<file path="config.mk">
export PLATFORM = sky130hd
export DESIGN_NAME = prio_arb_rr_flat
export DESIGN_NICKNAME = d
export VERILOG_FILES = /design/src/rtl/prio_arb_rr_if.sv /design/src/rtl/prio_arb_rr.sv /design/src/flat_wrapper.sv
export SDC_FILE = /design/constraint.sdc
export NUM_CORES = 1
export LEC_CHECK = 0
export ABC_AREA = 1
export CORE_ASPECT_RATIO = 1.25
export CORE_MARGIN = 1
export CORE_UTILIZATION = 45
export CTS_CLUSTER_SIZE = 25
export DETAILED_ROUTE_END_ITERATION = 16
export GPL_ROUTABILITY_DRIVEN = 0
export PLACE_DENSITY = 0.71
export RECOVER_POWER = 100
export SYNTH_ARGS = -nofsm -noshare
export SYNTH_HDL_FRONTEND = slang
export SYNTH_SLANG_ARGS = --single-unit
</file>
<file path="constraint.sdc">
create_clock -name clk -period 2.5 [get_ports clk]
set_clock_uncertainty 0.05 [all_clocks]
set_input_delay 0.25 -clock clk [delete_from_list [all_inputs] [get_ports clk]]
set_output_delay 0.25 -clock clk [all_outputs]
set_load 0.01 [all_outputs]
</file>
<file path="src/rtl/prio_arb_rr_if.sv">
// Request/grant bundle between N requesters and the shared-resource arbiter.
// The arbiter owns the grant side (slave); the requesters drive the request side (master).
interface prio_arb_rr_if #(
    parameter int N = 8
);
    localparam int IW = $clog2(N);

    logic          en;
    logic          mode;
    logic [N-1:0]  req;
    logic [N-1:0]  grant;
    logic [IW-1:0] grant_idx;
    logic          valid;
    logic          multi;

    modport master (
        output en, mode, req,
        input  grant, grant_idx, valid, multi
    );

    modport slave (
        input  en, mode, req,
        output grant, grant_idx, valid, multi
    );
endinterface

</file>
<file path="src/rtl/prio_arb_rr.sv">
// Registered N-way arbiter with fixed-priority or round-robin selection.
// A grant is held until its owner drops its request, then re-arbitrated on the same edge.
module prio_arb_rr #(
    parameter int N = 8
) (
    input logic         clk,
    input logic         rst,
    prio_arb_rr_if.slave bus
);
    localparam int IW = $clog2(N);

    typedef enum logic {
        IDLE,
        BUSY
    } state_t;

    state_t        state;
    logic [IW-1:0] last;

    logic [IW-1:0] rrStart;
    logic [IW-1:0] winIdx;
    logic [N-1:0]  winOneHot;
    logic          found;
    logic          anyReq;
    logic          multiReq;
    logic          arbitrate;

    // Winner selection: fixed mode takes the highest set bit; round-robin scans
    // downward from the slot below the previous winner, wrapping past zero.
    always_comb begin
        int j;
        j        = 0;
        found    = 1'b0;
        winIdx   = '0;
        rrStart  = (last == '0) ? IW'(N - 1) : last - 1'b1;
        anyReq   = |bus.req;
        multiReq = ($countones(bus.req) >= 2);
        if (!bus.mode) begin
            for (int i = 0; i < N; i++) begin
                if (bus.req[i]) begin
                    winIdx = IW'(i);
                end
            end
        end else begin
            for (int k = 0; k < N; k++) begin
                j = int'(rrStart) - k;
                if (j < 0) begin
                    j = j + N;
                end
                if (!found && bus.req[j]) begin
                    winIdx = IW'(j);
                    found  = 1'b1;
                end
            end
        end
        winOneHot         = '0;
        winOneHot[winIdx] = 1'b1;
        arbitrate         = (state == IDLE) || !bus.req[bus.grant_idx];
    end

    // While the owner keeps its request high nothing moves; otherwise this edge
    // either hands the resource to a new winner or returns to idle.
    always_ff @(posedge clk or posedge rst) begin
        if (rst) begin
            state         <= IDLE;
            bus.grant     <= '0;
            bus.grant_idx <= '0;
            bus.valid     <= 1'b0;
            bus.multi     <= 1'b0;
            last          <= '0;
        end else if (arbitrate) begin
            if (bus.en && anyReq) begin
                state         <= BUSY;
                bus.grant     <= winOneHot;
                bus.grant_idx <= winIdx;
                bus.valid     <= 1'b1;
                bus.multi     <= multiReq;
                last          <= winIdx;
            end else begin
                state         <= IDLE;
                bus.grant     <= '0;
                bus.grant_idx <= '0;
                bus.valid     <= 1'b0;
                bus.multi     <= 1'b0;
            end
        end
    end
endmodule

</file>
<file path="src/flat_wrapper.sv">
// flat-port wrapper written by rule: the top's interface ports become plain ports
module prio_arb_rr_flat 
#(
    parameter int N = 8
)
  (clk, rst, bus_en, bus_mode, bus_req, bus_grant, bus_grant_idx, bus_valid, bus_multi);
  prio_arb_rr_if #(.N(N)) bus_i ();
  input logic clk;
  input logic rst;
  input wire logic [$bits(bus_i.en)-1:0] bus_en;
  input wire logic [$bits(bus_i.mode)-1:0] bus_mode;
  input wire logic [$bits(bus_i.req)-1:0] bus_req;
  output wire logic [$bits(bus_i.grant)-1:0] bus_grant;
  output wire logic [$bits(bus_i.grant_idx)-1:0] bus_grant_idx;
  output wire logic [$bits(bus_i.valid)-1:0] bus_valid;
  output wire logic [$bits(bus_i.multi)-1:0] bus_multi;
  assign bus_i.en = bus_en;
  assign bus_i.mode = bus_mode;
  assign bus_i.req = bus_req;
  assign bus_grant = bus_i.grant;
  assign bus_grant_idx = bus_i.grant_idx;
  assign bus_valid = bus_i.valid;
  assign bus_multi = bus_i.multi;
  prio_arb_rr #(.N(N)) u_core (.clk(clk), .rst(rst), .bus(bus_i));
endmodule
</file>
; Word level (Yosys, flattened, before mapping)
; Cells that the tools add are included.
[totals]
ff_bits = 16
wordCells = 149
output_inout_bits = 13
input_bits = 12
[op_classes]
n_mux = 79
reduce_logical = 21
add_sub_neg = 23
n_bitwise = 1
magnitude_cmp = 20
[ops]
columns = cell, n
row1 = 2-to-1 mux 32 bit, 16
row2 = less-than comparator 32 x 5 -> 1 bit (second input constant), 8
row3 = adder 32 x 5 -> 32 bit (second input constant), 7
row4 = less-than comparator 32 x 1 -> 1 bit (second input constant), 7
row5 = adder 32 bit, 3
row6 = 2-to-1 mux 3 bit, 15
row7 = 2-to-1 mux 1 bit, 35
row8 = greater-or-equal comparator 32 x 3 -> 1 bit (second input constant), 1
row9 = binary-select mux 1 bit (select 3 bit), 9
row10 = subtractor 3 x 3 -> 4 bit (second input constant), 4
row11 = logical AND 1 bit, 9
row12 = adder 1 x 1 -> 2 bit, 4
row13 = logical NOT 1 bit, 8
row14 = less-than comparator 3 x 4 -> 1 bit (second input constant), 2
row15 = 2-to-1 mux 8 bit, 1
row16 = OR reduction 8 bit, 1
row17 = subtractor 3 x 2 -> 4 bit (second input constant), 2
row18 = adder 3 x 4 -> 5 bit (second input constant), 1
row19 = 2-to-1 mux 2 bit, 2
row20 = subtractor 3 x 1 -> 4 bit (second input constant), 1
row21 = demux 1 bit (select 3 bit), 1
row22 = greater-or-equal comparator 3 x 1 -> 1 bit (second input constant), 1
row23 = logical NOT 3 bit, 1
row24 = less-than comparator 3 x 1 -> 1 bit (second input constant), 1
row25 = 4 further kinds, 4

; Logic depth before layout (Yosys ltp)
[logic_depth]
ltp_word = 43
ltp_mapped = 24
ltp_nobuf = 22

; Least setup slack after synthesis
; No wires, ideal clock.
[synth_timing]
path_type = reg-to-reg
startpoint = reg u_core.last[0]
endpoint = reg u_core.bus.grant[0]
n_path_buf = 2
setup_time_ns = 0.117
stages_incl_launch_ff = 20
path_slack_ns = -0.202
period_less_slack_ns = 2.702
t_arrival_ns = 2.535
required_ns = 2.333
cell_sequence = dfrtp_1 -> buf_6 -> inv_4 -> ha_1 -> ha_1 -> buf_4 -> xor2_1 -> inv_1 -> nand3_1 -> nand2_2 -> nor2_8 -> nand3_2 -> inv_1 -> nand3_1 -> nand2_2 -> nor2_2 -> nor2_4 -> nor2_1 -> nand2_1 -> nand2_1
[synth_between]
elab_chain_cells = 43
elab_cells_between_ends = 109
classes_between = add/sub (16) / order compare (10) / mux (67) / reduce/logical (16)
[synth_rtl]
columns = element, line
row1 = start: declaration, prio_arb_rr.sv:18  ; logic [IW-1:0] last;
row2 = start signal: assignment, prio_arb_rr.sv:78  ; last <= winIdx;
row3 = subtractor 3 x 1 -> 3 bit or logical NOT 3 bit (tied branches), prio_arb_rr.sv:35  ; rrStart = (last == '0) ? IW'(N - 1) : last - 1'b1;
row4 = 2-to-1 mux 3 bit *, prio_arb_rr.sv:35
row5 = branches (longest 34 deep; another with adder 32 x 5 -> 32 bit), --
row6 = 2-to-1 mux 3 bit *, prio_arb_rr.sv:50  ; if (!found && bus.req[j]) begin
row7 = 2-to-1 mux 3 bit *, prio_arb_rr.sv:38  ; if (!bus.mode) begin
row8 = less-than comparator 3 x 4 -> 1 bit (implied by the code) or greater-or-equal comparator 3 x 1 -> 1 bit (tied branches), prio_arb_rr.sv:57  ; winOneHot[winIdx] = 1'b1;
row9 = logical AND 1 bit (implied by the code), prio_arb_rr.sv:57
row10 = 2-to-1 mux 1 bit (implied by the code), prio_arb_rr.sv:57
row11 = demux 1 bit (select 3 bit) *, --
row12 = 2-to-1 mux 8 bit *, prio_arb_rr.sv:72  ; if (bus.en && anyReq) begin
row13 = end signal: assignment, prio_arb_rr.sv:74  ; bus.grant <= winOneHot;
row14 = end: declaration, prio_arb_rr_if.sv:23  ; output grant, grant_idx, valid, multi
; Mark *: on every way between the ends. The select of a mux whose other input is x is not followed.
; A chain may end at the register's enable or synchronous reset.

; Worst setup path after layout
[layout_timing]
startpoint = reg u_core.last[0]
endpoint = reg u_core.bus.grant[2]
; Same word-level chain as after synthesis.

==> impl_metrics.json <==
{
  "r2r_start": "u_core.last[0]$_DFFE_PP0P_",
  "clockBufferDepth": 2,
  "fp.dieArea_um2": 4681,
  "slew_headroom_pct": 62.01,
  "endpoint_kind": "flop",
  "syn_area_um2": 1984,
  "path_buf_inv": 1,
  "hold_path.class": "reg2reg",
  "synth_cell_types": 32,
  "tightest_slew_ns": 0.5692,
  "worstSetupPathType": "reg2reg",
  "ff2ff_setup_slack_ns": -0.13,
  "cp_max_fo": 7,
  "grt_start_max_net_pins": 17,
  "dpl_worst_slack_ns": -0.7247,
  "min_from": "u_core.bus.grant[2]$_DFFE_PP0N_",
  "worst_hold_path.num_cells": 2,
  "fin_crit_sh_pct": 105.2,
  "clk_pin_slew_ns": 0.06,
  "use_met2_pct": 44.89,
  "hold_viol_final": 0,
  "clock.fmax_ghz": 0.3802,
  "avgRoutedWirePerCell_um": 13.91,
  "routed_wl_um": 5924,
  "violations": "setup timing",
  "min_to": "u_core.bus.grant[2]$_DFFE_PP0N_",
  "cts_tree": "built",
  "synth_top_area_cell": "dfrtp_1",
  "ys_ff_latch": 16,
  "fillers": 332,
  "tns_ns": -1.063,
  "worstSkewPairLatency_ns": 0.25,
  "antenna_found_initial": 0,
  "finalCriticalPeriod_ns": 2.630,
  "drtAntennaViolNets": 0,
  "track_usage_pct": 25.41,
  "maxCapViolations": 0,
  "clock_sinks": 16,
  "synth.avg_cell_area_um2": 6.571,
  "setup_viol": 13,
  "core-area_um2": 4164,
  "cp.required_ns": 2.59,
  "multi_input_area_um2": 1782,
  "crit_path_max_incr_delay_ns": 0.41,
  "numPortBuffers": 24,
  "fin_ws_ns": -0.1300,
  "drv_slew": 0,
  "cts_root_buffer": "clkbuf_8",
  "h-tree-depth": 1,
  "dp_hpwl_um": 4334,
  "layout-drive-gt1-share_pct": 43.24,
  "arrival_ns": 2.72,
  "outcome": "complete, but fails checks",
  "timing.reg2reg.worst_path_depth": 15,
  "synth_top_cell_area_share_pct": 20.18,
  "r2r-end": "u_core.bus.grant[2]$_DFFE_PP0N_",
  "nets": 401,
  "num_vias": 2219,
  "seqCellArea_um2": 400.4,
  "drt_iter0_drc": 101,
  "first_global_vias": 2133,
  "syn-num-nets": 332,
  "cp-start-kind": "flop",
  "yosys_warnings": 0,
  "cts_buffers": 3,
  "route.detailed.drc": 0,
  "vias_per_cell": 5.209,
  "grt_setup_unrepaired": "yes",
  "rows": 26,
  "crit_slowest_cell": "dfrtp_1",
  "drt_pass1_iterations": 4,
  "cts_hold_buf": 0,
  "io_pins": 25,
  "area_growth_syn_to_layout_pct": 54.79,
  "use_met1_pct": 30.53,
  "grt_pass1_wl_um": 9156,
  "met3_usage_pct": 2.037,
  "num_antenna_cells": 0,
  "seq_area_frac_synth_pct": 20.18,
  "grt_overflow": 0,
  "dieHeight_um": 76.25,
  "start_util_pct": 47.66,
  "die_x_um": 61.40,
  "crit_chain": "inv_6, ha_4, ha_4, xor2_4, nand3_2, nand2_4, nand3_4, nor2_8, nand4_1, o21ai_2, nor2_2, nor2_4, nor2_2, nand2_1, nand2_1",
  "synth_area_leaders": "dfrtp_1, nand2_1, nand3_1, ha_1, inv_1",
  "grt_most_used_layer": "met2",
  "crit_family": "simple AND/OR/NAND/NOR gates",
  "syn-instance-count": 302
}
[layout make-up]
cell class | instances | area share [%]
timing repair buffer | 68 | 19.23
sequential | 16 | 13.03
clock buffer | 4 | 1.792
multi-input combinational | 239 | 58.00
inverter | 43 | 5.662
tap | 56 | 2.281
[metrics by stage]
| step | std cells | util, % | hold WS [ns] | area, um2 |
|---|---|---|---|---|
| global placement | 416 | 63.10 | 0.4160 | 2628 |
| finish | 426 | 73.77 | 0.4372 | 3072 |
| floorplan | 302 | - | 0.1137 | 2083 |
| detailed placement | 416 | 63.10 | 0.4159 | 2628 |
| CTS | 424 | 67.64 | 0.3306 | 2816 |
| global route | 426 | 73.77 | 0.4494 | 3072 |
[Yosys cell counts]
cell	instances
xor2_2	2
nand4_1	5
nand3_1	48
buf_8	1
ha_1	14
buf_2	1
nand3b_1	1
nor2_4	2
o21ai_2	3
a21oi_1	8
nor2_8	1
buf_4	1
nand3_2	2
inv_4	1
nand2_4	3
inv_1	32
nor2_1	17
xor2_1	1
dfrtp_1	16
a41oi_1	1
nand2_1	91
o21ai_0	12
o21ai_1	3
nand3_4	1
nor2_2	3
clkinv_1	1
nand2_2	15
fa_1	4
buf_6	1
inv_2	9
clkbuf_4	1
a21oi_4	1
[what timing repair did]
item | 4_1_cts | 5_1_grt
resized for setup | 38 | 78
setup buffers | 4 | 1
gates cloned | 0 | 1
pin swaps | 6 | 26
setup endpoints to repair | 15 | 15
[cells in the final DEF (no fill, tap or decap), types with 2 or more instances in the layout]
| cell | instances |
|---|---|
| buf_6 | 6 |
| ha_4 | 6 |
| buf_8 | 2 |
| a21oi_2 | 2 |
| ha_2 | 2 |
| nor2_1 | 10 |
| nand3_2 | 19 |
| nor2_2 | 8 |
| dfrtp_1 | 16 |
| inv_2 | 13 |
| nand3_4 | 4 |
| dlygate4sd3_1 | 14 |
| inv_1 | 27 |
| nand2_2 | 21 |
| clkbuf_8 | 4 |
| fa_1 | 4 |
| nand2_4 | 15 |
| nand2_1 | 73 |
| xor2_4 | 3 |
| nor2_4 | 4 |
| o21ai_0 | 10 |
| clkdlybuf4s50_1 | 4 |
| a21oi_1 | 6 |
| ha_1 | 6 |
| o21ai_1 | 4 |
| o21ai_2 | 4 |
| buf_4 | 41 |
| nand4_1 | 5 |
| nand3_1 | 28 |
[state kept, by name (all words and copies together), names as in the netlist]
name	cells
u_core.bus.grant_idx	3
u_core.last	3
u_core.bus.multi	1
u_core.bus.valid	1
u_core.bus.grant	8
[worst max-delay path by stage]
stage,endpoint,startpoint,cells past startpoint
global route,u_core.bus.grant[3]$_DFFE_PP0N_,u_core.last[0]$_DFFE_PP0P_,19
CTS,u_core.bus.grant[0]$_DFFE_PP0N_,u_core.last[0]$_DFFE_PP0P_,15
finish,u_core.bus.grant[2]$_DFFE_PP0N_,u_core.last[0]$_DFFE_PP0P_,15
global placement,u_core.bus.multi$_DFFE_PP0N_,bus_req[6],13
detailed placement,u_core.bus.multi$_DFFE_PP0N_,bus_req[6],13
floorplan,u_core.bus.grant[6]$_DFFE_PP0N_,u_core.last[0]$_DFFE_PP0P_,19
[per-layer routing]
layer / vias to the layer above / part of all wire (%)
met2: 59 / 53
met3: 26 / 2.8
met1: 1032 / 40
li1: 1102 / -
met5: - / 0
met4: 0 / 4.7
[tightest hold or removal path: cells and delay by family (launching register included)]
kind	cells	cell delay, ns
DFF	1	0.34
and+or+nand+nor	2	0.11
[kinds of logic after synthesis]
family          count (synthesis)  share of synthesized area [%]
simple gates                  189                          45.90
xor+xnor                        3                          2.081
compound gates                 28                          8.386
flops                          16                          20.18
buf+inv                        48                          10.59
fa+ha+maj                      18                          12.86
Power is not shown: default switching activity piles up to over one toggle a cycle in this logic, so the estimate is an artifact.
